## src/rtl/pipe_stage_register_pkg.sv

```systemverilog
// pipe_stage_register_pkg: shared widths and state encoding for the elastic pipeline register.
package pipe_stage_register_pkg;
    localparam int MEM_WB_CTRL_W = 8;
    localparam int MEM_WB_DATA_W = 101;
    typedef enum logic [1:0] {
        PSR_EMPTY = 2'd0,
        PSR_FULL  = 2'd1,
        PSR_SKID  = 2'd2
    } psr_state_t;
endpackage

```

## src/rtl/pipe_stage_register_skid_slot.sv

```systemverilog
// pipe_stage_register_skid_slot: one ctrl+data storage slot with load enable and sync active-low clear.
module pipe_stage_register_skid_slot #(
    parameter int W = 109
) (
    input  logic         clk,
    input  logic         reset_n,
    input  logic         i_ld,
    input  logic [W-1:0] i_d,
    output logic [W-1:0] o_q
);
    logic [W-1:0] r_q;
    always_ff @(posedge clk) begin
        if (!reset_n) r_q <= '0;
        else if (i_ld) r_q <= i_d;
    end
    assign o_q = r_q;
endmodule

```

## src/rtl/pipe_stage_register.sv

```systemverilog
// pipe_stage_register: valid/ready pipeline register with 2-entry skid storage and sync flush.
// Optional PIPE_STAGE_PERF_EN adds saturating stall/bubble cycle counters.
module pipe_stage_register
    import pipe_stage_register_pkg::*;
#(
    parameter int                CTRL_W   = MEM_WB_CTRL_W,
    parameter int                DATA_W   = MEM_WB_DATA_W,
    parameter logic [CTRL_W-1:0] CTRL_RST = '0
) (
    input  logic              clk,
    input  logic              reset_n,
    input  logic              flush,
    input  logic              in_valid,
    output logic              in_ready,
    input  logic [CTRL_W-1:0] in_ctrl,
    input  logic [DATA_W-1:0] in_data,
    output logic              out_valid,
    input  logic              out_ready,
    output logic [CTRL_W-1:0] out_ctrl,
    output logic [DATA_W-1:0] out_data
`ifdef PIPE_STAGE_PERF_EN
    ,
    output logic [31:0]       stall_cnt,
    output logic [31:0]       bubble_cnt
`endif
);
    localparam int W = CTRL_W + DATA_W;
    psr_state_t r_state, w_next;
    logic w_in_fire, w_out_fire, w_main_ld, w_skid_ld;
    logic [W-1:0] w_main_d, w_main_q, w_skid_q;
    assign in_ready   = (r_state != PSR_SKID);
    assign out_valid  = (r_state != PSR_EMPTY);
    assign w_in_fire  = in_valid && in_ready;
    assign w_out_fire = out_valid && out_ready;
    // In SKID the older entry sits in main, so main refills from skid, never from input.
    assign w_main_ld = !flush && ((r_state == PSR_SKID) ? w_out_fire
                                  : w_in_fire && (r_state == PSR_EMPTY || out_ready));
    assign w_skid_ld = !flush && (r_state == PSR_FULL) && w_in_fire && !out_ready;
    assign w_main_d  = (r_state == PSR_SKID) ? w_skid_q : {in_ctrl, in_data};
    always_comb begin
        w_next = r_state;
        if (flush) w_next = PSR_EMPTY;
        else if (r_state == PSR_EMPTY) w_next = w_in_fire ? PSR_FULL : PSR_EMPTY;
        else if (r_state == PSR_FULL)
            w_next = (w_in_fire && !out_ready) ? PSR_SKID
                   : (w_out_fire && !w_in_fire) ? PSR_EMPTY : PSR_FULL;
        else if (r_state == PSR_SKID) w_next = w_out_fire ? PSR_FULL : PSR_SKID;
        else w_next = PSR_EMPTY;
    end
    always_ff @(posedge clk) begin
        if (!reset_n) r_state <= PSR_EMPTY;
        else r_state <= w_next;
    end
    pipe_stage_register_skid_slot #(.W(W)) u_main (
        .clk(clk), .reset_n(reset_n), .i_ld(w_main_ld), .i_d(w_main_d), .o_q(w_main_q)
    );
    pipe_stage_register_skid_slot #(.W(W)) u_skid (
        .clk(clk), .reset_n(reset_n), .i_ld(w_skid_ld), .i_d({in_ctrl, in_data}), .o_q(w_skid_q)
    );
    assign out_ctrl = out_valid ? w_main_q[W-1:DATA_W] : CTRL_RST;
    assign out_data = w_main_q[DATA_W-1:0];
`ifdef PIPE_STAGE_PERF_EN
    logic [31:0] r_stall_cnt, r_bubble_cnt;
    always_ff @(posedge clk) begin
        if (!reset_n) begin
            r_stall_cnt  <= '0;
            r_bubble_cnt <= '0;
        end else begin
            if (out_valid && !out_ready && r_stall_cnt != '1) r_stall_cnt <= r_stall_cnt + 32'd1;
            if (out_ready && !out_valid && r_bubble_cnt != '1) r_bubble_cnt <= r_bubble_cnt + 32'd1;
        end
    end
    assign stall_cnt  = r_stall_cnt;
    assign bubble_cnt = r_bubble_cnt;
`endif
endmodule

```

## config.mk

```make
export PLATFORM = sky130hd
export DESIGN_NAME = pipe_stage_register
export DESIGN_NICKNAME = d
export VERILOG_FILES = /design/src/rtl/pipe_stage_register_pkg.sv /design/src/rtl/pipe_stage_register_skid_slot.sv /design/src/rtl/pipe_stage_register.sv
export SDC_FILE = /design/constraint.sdc
export NUM_CORES = 1
export LEC_CHECK = 0
export BUFFER_PORTS_ARGS = -buffer_cell sky130_fd_sc_hd__buf_2
export CAP_MARGIN = 20
export CELL_PAD_IN_SITES_DETAIL_PLACEMENT = 1
export CELL_PAD_IN_SITES_GLOBAL_PLACEMENT = 2
export CORE_MARGIN = 5
export CORE_UTILIZATION = 39
export CTS_BUF_LIST = sky130_fd_sc_hd__clkbuf_8
export DETAILED_ROUTE_END_ITERATION = 16
export PLACE_DENSITY = 0.95
export SKIP_LAST_GASP = 1
export SYNTH_ARGS = -nofsm -noshare
export SYNTH_HDL_FRONTEND = slang
export SYNTH_HIERARCHICAL = 1
export SYNTH_SLANG_ARGS = --single-unit
export TNS_END_PERCENT = 10
```

## constraint.sdc

```tcl
create_clock -name clk -period 2.38 [get_ports clk]
set_input_delay 0.238 -clock clk [delete_from_list [all_inputs] [get_ports clk]]
set_output_delay 0.238 -clock clk [all_outputs]
set_load 0.01 [all_outputs]
```

==> run summary <==
- **maximum capacitance violations** 0
- **final-report hold violation count** 0
- **Synth top area share** 0.4466
- **Final HPWL DP** 15.64 mm
- **Critical Path Source Type** flop
- **maximum clock frequency** 0.4876 GHz
- **Switching Fraction** 0.2460
- **slowest cell on the critical path** sky130_fd_sc_hd__dfxtp_1
- **layout cell share with drive strength beyond 1** 0.3411
- **Inst Count DP** 1357
- **final total power** 8.380 mW
- **final critical-path share of the clock period** 0.8618
- **Detailed Route WL** 25.92 mm
- **proportion of power drawn by flip-flops and latches** 0.464
- **buffering stage count on the worst path with inverters included** 3
- **Clock transition at path regs** 0.06 ns
- **Die Width** 169.0 µm
- **worst setup path startpoint** r_state[1]
- **power density of the placed cells** 649.8 mW/mm²
- **count of distinct cell types in the synthesized netlist** 24
- **TritonCTS clock tree** done
- **Max-Slew Margin vs Limit** 0.5534
- **routed via count divided by cell count** 4.659
- **total grt overflow** 0
- **CTS H-tree lvls** 2
- **routed metal-1 wire length** 10.75 mm
- **iteration count of the initial detailed-routing pass** 4
- **Synth warnings** 6
- **R2R Path Start** r_state[1]
- **# DRC** 0
- **non-filler cells, final** 1527
- **Total Nets Final** 1282
- **Setup Skew** 0.02108 ns
- **cell type contributing the most total cell area after synthesis** sky130_fd_sc_hd__dfxtp_1
- **CP Max Fanout** 66
- **switching power total** 2.062 mW
- **Clock Sinks** 220
- **post-synthesis net count** 964
- **global placer's final weighted congestion** 0.7144
- **number of failing setup endpoints in the final timing report** 0
- **via count of the first global-routing pass** 7865
- **number of antenna violations at the first check in global routing** 1
- **DIE AREA** 0.02856 mm²
- **Area Overhead vs Synth** 30.80%
- **power share of the combinational group** 0.121
- **largest voltage drop on the vdd net** 422.2 µV
- **sequential share of the synthesized area** 0.4466
- **Mean Syn Cell Area** 11.60 µm²
- **Global Route Usage Sum** 0.1764
- **delay contributed by the slowest stage of the critical path** 0.41 ns
- **post-cts resize count** 0
- **number of setup buffers added after CTS** 0
- **Final Max Tran Viols** 0
- **run status** finished clean
- **number of top-level design ports** 225
- **highest metal layer with signal wires** met4
- **global-route wire length before repair** 41.83 mm
- **met2 wire length** 13.15 mm
- **CTS Buf Count** 40
- **cell chain of the critical path** nor2b_4, buf_12, inv_2, buf_2
- **Longest Clk Path Bufs** 3
- **initial standard-cell utilization of the core** 0.3939
- **Filler cells** 2761
- **largest net degree at the start of global routing** 67
- **insertion delay of the later-clocked pin in the worst-skew pair** 0.52 ns
- **wire per inst** 16.98 µm
- **via total after detailed routing** 7114
- **synthesized flop and latch total** 220
- **core box area** 0.02504 mm²
- **setup total negative slack** 0 ns
- **Row Count** 58
- **gate family responsible for the most delay along the worst path** buffers and inverters
- **Worst-Margin Slew** 0.6674 ns
- **hold path startpoint** in_data[97]
- **reported leakage power** 5.071 nW
- **type of the most critical hold path** in2reg
- **number of routed nets with antenna violations** 0
- **worst setup path class** reg2out
- **data required time at the worst endpoint** 2.14 ns
- **total of hold buffers inserted after clock tree synthesis** 99
- **RSZ-0062 raised after global routing** false
- **CTS root buf** sky130_fd_sc_hd__clkbuf_8
- **netlist area before placement** 0.009861 mm²
- **cell count after synthesis** 850
- **number of buffers added on ports** 224
- **Pint** 6.319 mW
- **top area cells in the synthesized netlist** sky130_fd_sc_hd__dfxtp_1, sky130_fd_sc_hd__mux2i_1, sky130_fd_sc_hd__nor2b_1
- **Worst setup EP type** output port
- **chip height** 169.0 µm
- **final critical-path required period** 2.051 ns
- **detailed route wirelength on metal3** 1.417 mm
- **Arr. time, crit path** 1.81 ns
- **share of total power in the clock network** 0.416
- **initial DRC count** 201
power by group through the flow:
stage          sequential (mW)  combinational (mW)  clock (mW)
2_1_floorplan             4.00               0.499           0
3_3_place_gp              3.95               0.854           0
3_5_place_dp              3.96               0.876           0
4_1_cts                   3.88                1.01        3.62
5_1_grt                   3.90                1.10        3.81
6_report                  3.89                1.01        3.48
metrics by stage:
stage                     hold slack [ns]  area, µm²  setup WS (ns)  utilization
after CTS                        0.004520      12890         0.2852       0.5150
after global placement             0.4497      11110         0.5752       0.4438
final                             0.03418      12900         0.3289       0.5151
after global routing             0.006853      12900         0.2001       0.5151
after floorplan                    0.3026       9861         0.7791            -
after detailed placement           0.4573      11110         0.5005       0.4438
flip-flops by register name, indices dropped and copies added, names as in the netlist:
signal and flops:
u_main/o_q 109, u_skid/o_q 109, r_state 2
cells in the final DEF (no fill, tap or decap), types with 3 or more instances in the layout:
cell type                       netlist  layout
sky130_fd_sc_hd__inv_1                1      15
sky130_fd_sc_hd__clkbuf_8             0      52
sky130_fd_sc_hd__nor2b_1            226     226
sky130_fd_sc_hd__buf_4               21       4
sky130_fd_sc_hd__buf_12              11      10
sky130_fd_sc_hd__dfxtp_1            220     220
sky130_fd_sc_hd__mux2_2             109     109
sky130_fd_sc_hd__dlygate4sd3_1        0      99
sky130_fd_sc_hd__nand2b_1             3       3
sky130_fd_sc_hd__buf_2                4     223
sky130_fd_sc_hd__mux2i_1            218     218
tightest hold or removal path, stage by stage:
cell and delay (ns):
sky130_fd_sc_hd__buf_2 0.09, sky130_fd_sc_hd__mux2i_1 0.06, sky130_fd_sc_hd__nor2b_1 0.11
layout make-up:
cell class | instances | area [µm²] | area share
Antenna cell | 1 | 2.502 | 0.0001940
Clock buffer | 52 | 715.7 | 0.05549
Clock inverter | 18 | 77.57 | 0.006015
Inverter | 2 | 7.507 | 0.0005821
Multi-Input combinational cell | 568 | 4940 | 0.3830
Sequential cell | 220 | 4404 | 0.3415
Tap cell | 330 | 412.9 | 0.03201
Timing Repair Buffer | 336 | 2337 | 0.1812
cells in the mapped netlist (all sizes together):
cell / instances
a211oi: 1
a21o: 1
a21oi: 1
a31oi: 1
buf: 40
clkbuf: 20
dfxtp: 220
inv: 2
mux2: 109
mux2i: 218
nand2: 2
nand2b: 3
nand3b: 1
nor2: 1
nor2b: 227
nor3: 1
or2: 1
or3: 1
layer usage:
layer | track usage | vias up
met1 | 0.2099 | 3373
met4 | 0.05600 | 0
met3 | 0.04227 | 42
li1 | - | 3529
met2 | 0.3136 | 170
met5 | 0 | -
final timing paths:
path	cells after the start	endpoint	slack [ns]
setup / recovery	4	in_ready	0.33
hold reg to reg	2	u_main/o_q[40]	0.51
hold / removal	3	u_skid/o_q[97]	0.03
setup reg to reg	6	u_main/o_q[34]	0.39
kinds of logic after synthesis:
group	share of synthesized area
AND/OR/NAND/NOR	0.1504
AO/OA/AOI/OAI	0.003172
buffers and inverters	0.05405
flip-flops	0.4466
multiplexers	0.3458
No activity file was read; power rests on OpenSTA's default activity.
